<file path="config.mk">
export PLATFORM = sky130hd
export DESIGN_NAME = ex_alu1_issue_buffer
export DESIGN_NICKNAME = d
export VERILOG_FILES = /design/src/rtl/ex_alu1_issue_buffer.sv
export SDC_FILE = /design/constraint.sdc
export NUM_CORES = 1
export LEC_CHECK = 0
export BUFFER_PORTS_ARGS = -buffer_cell sky130_fd_sc_hd__buf_2
export CAP_MARGIN = 20
export CORE_AREA = 3 3 196 150
export CTS_BUF_LIST = sky130_fd_sc_hd__clkbuf_4
export DETAILED_ROUTE_END_ITERATION = 12
export DIE_AREA = 0 0 199 153
export GPL_ROUTABILITY_DRIVEN = 0
export PLACE_DENSITY_LB_ADDON = 0.25
export SLEW_MARGIN = 0
export SYNTH_ARGS = -nofsm -noshare
export SYNTH_HDL_FRONTEND = slang
export SYNTH_SLANG_ARGS = --single-unit
</file>
<file path="constraint.sdc">
create_clock -name iCLOCK -period 4.1 [get_ports iCLOCK]
set_clock_uncertainty 0.1 [all_clocks]
set_input_delay 1.025 -clock iCLOCK [delete_from_list [all_inputs] [get_ports iCLOCK]]
set_output_delay 1.025 -clock iCLOCK [all_outputs]
set_load 0.02 [all_outputs]
</file>
<file path="src/rtl/ex_alu1_issue_buffer.sv">
// Holding FIFO between scheduler1 and ALU1: the head op stays put while ALU1 is locked.
// Head outputs come from registered state only, so ALU1's lock can depend on the offered op.
module ex_alu1_issue_buffer #(
  parameter int DEPTH     = 4,
  parameter int DEPTH_N   = 2,
  parameter int PAYLOAD_W = 99
) (
  input  logic                 iCLOCK,
  input  logic                 inRESET,
  input  logic                 iFREE_EX,
  input  logic                 iSCHE_VALID,
  input  logic [PAYLOAD_W-1:0] iSCHE_DATA,
  output logic                 oSCHE_BUSY,
  output logic                 oALU1_VALID,
  output logic [PAYLOAD_W-1:0] oALU1_DATA,
  input  logic                 iALU1_LOCK,
  output logic [DEPTH_N:0]     oCOUNT,
  output logic                 oOVERFLOW,
  output logic [15:0]          oSTALL_CNT
);
  localparam logic [DEPTH_N:0] FULL    = (DEPTH_N+1)'(DEPTH);
  localparam logic [DEPTH_N:0] BUSY_TH = (DEPTH_N+1)'(DEPTH-1);

  logic [PAYLOAD_W-1:0] mem_q [DEPTH];
  logic [DEPTH_N-1:0]   wr_ptr_q, wr_ptr_d, rd_ptr_q, rd_ptr_d;
  logic [DEPTH_N:0]     count_q, count_d;
  logic                 ovf_q, ovf_d;
  logic [15:0]          stall_q, stall_d;
  logic                 rd, wr;

  assign oALU1_VALID = (count_q != '0);
  assign oALU1_DATA  = oALU1_VALID ? mem_q[rd_ptr_q] : '0;
  assign oSCHE_BUSY  = (count_q >= BUSY_TH);
  assign oCOUNT      = count_q;
  assign oOVERFLOW   = ovf_q;
  assign oSTALL_CNT  = stall_q;

  // A pop frees a slot in the same edge, so a full buffer still accepts a write then.
  assign rd = oALU1_VALID && !iALU1_LOCK;
  assign wr = iSCHE_VALID && ((count_q < FULL) || rd);

  always_comb begin
    wr_ptr_d = wr_ptr_q;
    rd_ptr_d = rd_ptr_q;
    count_d  = count_q;
    ovf_d    = ovf_q;
    stall_d  = stall_q;
    // Stall accounting survives a flush; it is a performance counter, not pipeline state.
    if (oALU1_VALID && iALU1_LOCK && (stall_q != 16'hFFFF))
      stall_d = stall_q + 16'd1;
    if (iFREE_EX) begin
      wr_ptr_d = '0;
      rd_ptr_d = '0;
      count_d  = '0;
    end else begin
      if (wr) wr_ptr_d = wr_ptr_q + 1'b1;
      if (rd) rd_ptr_d = rd_ptr_q + 1'b1;
      if (wr && !rd)      count_d = count_q + 1'b1;
      else if (rd && !wr) count_d = count_q - 1'b1;
      if (iSCHE_VALID && !wr) ovf_d = 1'b1;
    end
  end

  always_ff @(posedge iCLOCK or negedge inRESET) begin
    if (!inRESET) begin
      wr_ptr_q <= '0;
      rd_ptr_q <= '0;
      count_q  <= '0;
      ovf_q    <= 1'b0;
      stall_q  <= '0;
    end else begin
      wr_ptr_q <= wr_ptr_d;
      rd_ptr_q <= rd_ptr_d;
      count_q  <= count_d;
      ovf_q    <= ovf_d;
      stall_q  <= stall_d;
    end
  end

  // Entry contents are only observed while count is nonzero, so they need no reset.
  always_ff @(posedge iCLOCK) begin
    if (wr && !iFREE_EX) mem_q[wr_ptr_q] <= iSCHE_DATA;
  end
endmodule

</file>
After elaboration in Yosys (flattened, before gate mapping)

Memory sizes are Yosys's and may differ from the RTL's.
Index checks and enable logic that the tools add are counted.

Input port bits: 104
Logic and storage cells: 43
Register bits: 24
Memory bits (writable): 396
Memories kept: 1

Memory list:

| name  | words | width | read ports | clocked after Yosys merged registers in | write ports | RTL line | text |
|---|---|---|---|---|---|---|---|
| mem_q | 4     | 99    | 1          | 0                                       | 1           | 24       | `logic [PAYLOAD_W-1:0] mem_q [DEPTH];` |

Reductions and logical operators: 18
Eq/ne operators: 1
Muxes and demuxes: 10
Add/subtract/negate cells: 5
Bitwise logic cells: 1
$lt $le $gt $ge: 2

Operators by type and width:

| kind                                                                                | count |
|---|---|
| 99-bit 2-to-1 mux                                                                   | 1 |
| 16-bit by 1-bit adder with 16-bit output, second input constant                     | 1 |
| 16-bit inequality test, second input constant                                       | 1 |
| 3-bit 2-to-1 mux                                                                    | 3 |
| 1-bit logical AND                                                                   | 8 |
| 2-bit 2-to-1 mux                                                                    | 4 |
| 3-bit nonzero test                                                                  | 2 |
| 2-bit by 1-bit adder with 2-bit output, second input constant                       | 2 |
| 1-bit logical NOT                                                                   | 4 |
| 2-bit nonzero test                                                                  | 2 |
| 3-bit by 1-bit adder with 3-bit output, second input constant                       | 1 |
| 3-bit by 2-bit greater-or-equal comparator with 1-bit output, second input constant | 1 |
| 3-bit < comparator, second input constant                                           | 1 |
| 3-bit by 1-bit subtractor with 3-bit output, second input constant                  | 1 |
| 1-bit 2-to-1 mux                                                                    | 2 |
| 2-bit AND reduction                                                                 | 1 |
| 1-bit logical OR                                                                    | 1 |
| 1-bit NOT                                                                           | 1 |

Logic depth before layout (Yosys ltp)

Depth in word-level cells: 9
Depth in mapped cells: 9

Worst setup path before layout

OpenSTA, ideal clock, no wires.

Kind: input -> register
Start: input port iALU1_LOCK
End: memory mem_q[0][0], enable pin
Path slack: -412 ps
Arrival: 3942 ps
Path buffers: 1
Required time: 3530 ps
Stages on the path: 3
Library setup time: 470 ps
Cells stage by stage: clkbuf_1 a21boi_1 and3_1

Cells in the longest elaborated chain, start to end: 7

Ends and longest elaborated chain:

| item                                   | RTL line | text |
|---|---|---|
| from (decl)                            | 16       | `input logic iALU1_LOCK,` |
| 1-bit logical NOT                      | 39       | `assign rd = oALU1_VALID && !iALU1_LOCK;` |
| 1-bit logical AND                      | 39       |  |
| 1-bit logical OR                       | 40       | `assign wr = iSCHE_VALID && ((count_q < FULL) \|\| rd);` |
| 1-bit logical AND                      | 40       |  |
| 1-bit logical AND                      | 82       | `if (wr && !iFREE_EX) mem_q[wr_ptr_q] <= iSCHE_DATA;` |
| 1-bit 2-to-1 mux                       | 82       |  |
| 1-bit 2-to-1 mux (implied by the code) | 82       |  |
| to (decl)                              | 24       |  |

Every way passes these cells.

Final worst setup path

Start: register count_q[0] (netlist: oCOUNT[0])
End: output port oALU1_DATA[95]

Cells in the longest elaborated chain, start to end: 2

Ends and longest elaborated chain:

| item                   | RTL line | text |
|---|---|---|
| from (decl)            | 26       | `logic [DEPTH_N:0] count_q, count_d;` |
| from (signal assigned) | 74       | `count_q <= count_d;` |
| 3-bit nonzero test     | 31       | `assign oALU1_VALID = (count_q != '0);` |
| 99-bit 2-to-1 mux      | 32       | `assign oALU1_DATA = oALU1_VALID ? mem_q[rd_ptr_q] : '0;` |
| to (decl)              | 15       | `output logic [PAYLOAD_W-1:0] oALU1_DATA,` |

Every way passes these cells.

==> results.py <==
metrics = {
    "status": {
        "outcome": "complete, no violations",
    },
    "setup_path": {
        "criticalPathCategory": "register to output pin",
        "start_kind": "register",
        "crit_chain": "or3_4 -> buf_4 -> and2_1 -> buf_2",
        "critPathLaunch": "oCOUNT[0]$_DFFE_PN0P_",
        "cp_slowest_cell": "or3_4",
        "critical_path_peak_fanout": 95,
        "crit_required_ps": 2970,
        "endpoint_kind": "output pin",
        "worstPathArrival_ps": 2680,
        "worstReg2RegStart": "oCOUNT[2]$_DFFE_PN0P_",
        "cpPeakStageDelay_ps": 870,
    },
    "layout": {
        "register_area_sq_mm": 0.0125,
        "syn2layout_area_growth_pct": 18.2,
        "fin_nets": 1181,
        "drive_gt1_frac": 0.452,
        "final.fill_count": 1765,
        "multi_input_area_sq_mm": 0.00361,
    },
    "yosys": {
        "syn_nets": 879,
        "synth_warnings": 0,
        "netlist_instances": 769,
        "synth_cell_types": 39,
        "async_flop_share": 0.0571,
        "syn_area_sq_mm": 0.0163,
        "synth_seq_cells": 420,
        "ys.flop_type": "edfxtp_1",
        "ys_seq_area_frac": 0.767,
        "synth_edf_count": 396,
        "syn_avg_cell_area_sq_um": 21.2,
    },
    "timing": {
        "fin_crit_ps": 3810,
        "slew_headroom": 0.323,
        "slew_viol_final": 0,
        "fmax_ghz": 0.262,
        "setup_viol": 0,
        "rsz0062_at_grt": "false",
        "setup_tns_ps": 0,
        "post-route-period-util": 0.929,
        "max_slew.worst_pin.slew_ps": 1010,
        "hold_violations": 0,
    },
    "power": {
        "power_mw": 11.1,
        "p_leak_nw": 6.90,
        "power.density_mw_per_mm2": 577,
        "ir_drop_v": 0.000388,
    },
    "grt": {
        "grt_usage": 0.213,
        "grt_antenna_before_repair": 5,
        "grt_max_degree": 96,
        "grt_pass1_wl_um": 49600,
        "overflow": 0,
        "grt_pass1_vias": 8759,
    },
    "placement": {
        "io_buffers": 224,
        "place_hpwl_um": 18600,
    },
    "clocking": {
        "ctsHoldBuffers": 0,
        "path_clk_slew_ps": 60,
        "cts_setup_buffers": 0,
        "ctsResizeCount": 0,
        "clock_path_buffers": 3,
        "clk_latency_ps": 680,
        "numCtsBuffers": 97,
        "root_buffer": "clkbuf_4",
        "cts_tree": "yes",
        "htreeDepth": 3,
        "clock_sinks": 420,
    },
    "drt": {
        "wl_um": 31400,
        "drc": 0,
        "ant_nets": 0,
        "dr.pass1.iters": 5,
        "first_iter_violations": 529,
        "wl_per_cell_um": 20.9,
        "vias": 8334,
        "drt-vias-per-instance": 5.53,
    },
    "die": {
        "rows": 53,
        "pin_count": 225,
        "die_h_um": 153,
        "die_area_sq_mm": 0.0304,
        "die_x_um": 199,
        "core_area_sq_mm": 0.0278,
        "initial_core_util": 0.586,
    },
    "hold_path": {
        "hp-class": "input port to async pin",
    },
    "job": {
        "maxCapViolCount": 0,
    },
}
[metal layers]
layer	global-route usage	wire [um]	share of wire
met5	0	19	0.00060
met4	0.0732	669	0.021
met3	0.0690	2430	0.077
met2	0.318	14700	0.47
met1	0.304	13600	0.43
[critical path: cells and delay by family (launching register included)]
kind	cells	cell delay, ps
buf+inv	2	450
simple gates	2	1010
flops	1	530
[cells in the mapped netlist (2+ instances only)]
cell type,instances,share of area
xnor2_1,3,0.0016
nand2_1,9,0.0021
nor3_1,9,0.0028
mux2_2,2,0.0014
nand4_1,5,0.0019
nand3_1,4,0.0012
buf_2,14,0.0043
nor3b_1,2,0.00092
a21oi_1,5,0.0015
nor2_1,9,0.0021
or3_1,2,0.00077
a211oi_1,2,0.00092
and2_1,100,0.038
a31oi_1,2,0.00077
xor2_1,13,0.0070
mux4_2,99,0.14
nor3_2,2,0.0012
ha_1,5,0.0038
and3_1,6,0.0023
o21bai_1,2,0.00092
clkbuf_1,24,0.0055
edfxtp_1,396,0.73
o21ai_0,5,0.0015
nor4_1,4,0.0015
dfrtp_1,24,0.037
inv_1,7,0.0016
or2_2,2,0.00077
[logic make-up after synthesis]
group | Yosys count | synth area share
flip-flops | 420 | 0.767
AND/OR/NAND/NOR | 159 | 0.0595
multiplexers | 101 | 0.138
buffers and inverters | 47 | 0.0126
AO/OA/AOI/OAI | 20 | 0.00853
XOR/XNOR | 16 | 0.00861
adder cells (fa/ha/maj) | 6 | 0.00507
[sequential cells by signal, indices dropped and copies added (netlist names)]
register,count
oSTALL_CNT,16
mem_q,396
wr_ptr_q,2
oCOUNT,3
rd_ptr_q,2
oOVERFLOW,1
[path summary, 6_finish.rpt]
| path | endpoint | cells after the start | slack (ps) |
|---|---|---|---|
| worst max-delay path | oALU1_DATA[95] | 4 | 290 |
| worst min-delay path | rd_ptr_q[0]$_DFFE_PN0P_ | 1 | 230 |
| worst max register to register | mem_q[0][37]$_DFFE_PP_ | 4 | 1710 |
| worst min register to register | oOVERFLOW$_DFFE_PN0P_ | 1 | 370 |
| max in group asynchronous | rd_ptr_q[1]$_DFFE_PN0P_ | 1 | 3240 |
| min in group iCLOCK | oOVERFLOW$_DFFE_PN0P_ | 1 | 370 |
[per-stage QoR]
stage	hold slack [ps]	std cells	cell area, sq um	worst slack [ps]	utilization
2_1_floorplan	462	769	16300	702	-
3_3_place_gp	353	1329	18000	999	0.647
3_5_place_dp	358	1329	18000	958	0.647
4_1_cts	153	1504	19200	176	0.693
5_1_grt	199	1506	19200	4.95	0.693
6_report	228	1507	19200	290	0.693
[area by class of cell]
| type | count | share of cell area |
|---|---|---|
| flip-flops and latches | 420 | 0.649 |
| multi-input cells | 302 | 0.187 |
| repair buffers | 243 | 0.0728 |
| clock buffers | 152 | 0.0593 |
| well taps | 357 | 0.0232 |
| clock inverters | 23 | 0.00617 |
| inverters | 7 | 0.00136 |
| diodes | 3 | 0.000390 |
[power breakdown]
part,switching [mW],total (mW),internal (mW),leakage [nW]
Sequential,0.136,5.05,4.91,3.91
Combinational,1.62,2.79,1.17,2.23
Clock,1.53,3.28,1.75,0.762
[cell usage in the layout (no fill, tap or decap), types with 11 or more instances in the layout]
| cell type | count |
|---|---|
| and2_1 | 100 |
| buf_12 | 11 |
| buf_2 | 224 |
| clkbuf_4 | 152 |
| clkinv_1 | 16 |
| dfrtp_1 | 22 |
| edfxtp_1 | 396 |
| mux4_2 | 99 |
| xor2_1 | 13 |
Note: power is estimated with default switching activity, not from simulation.
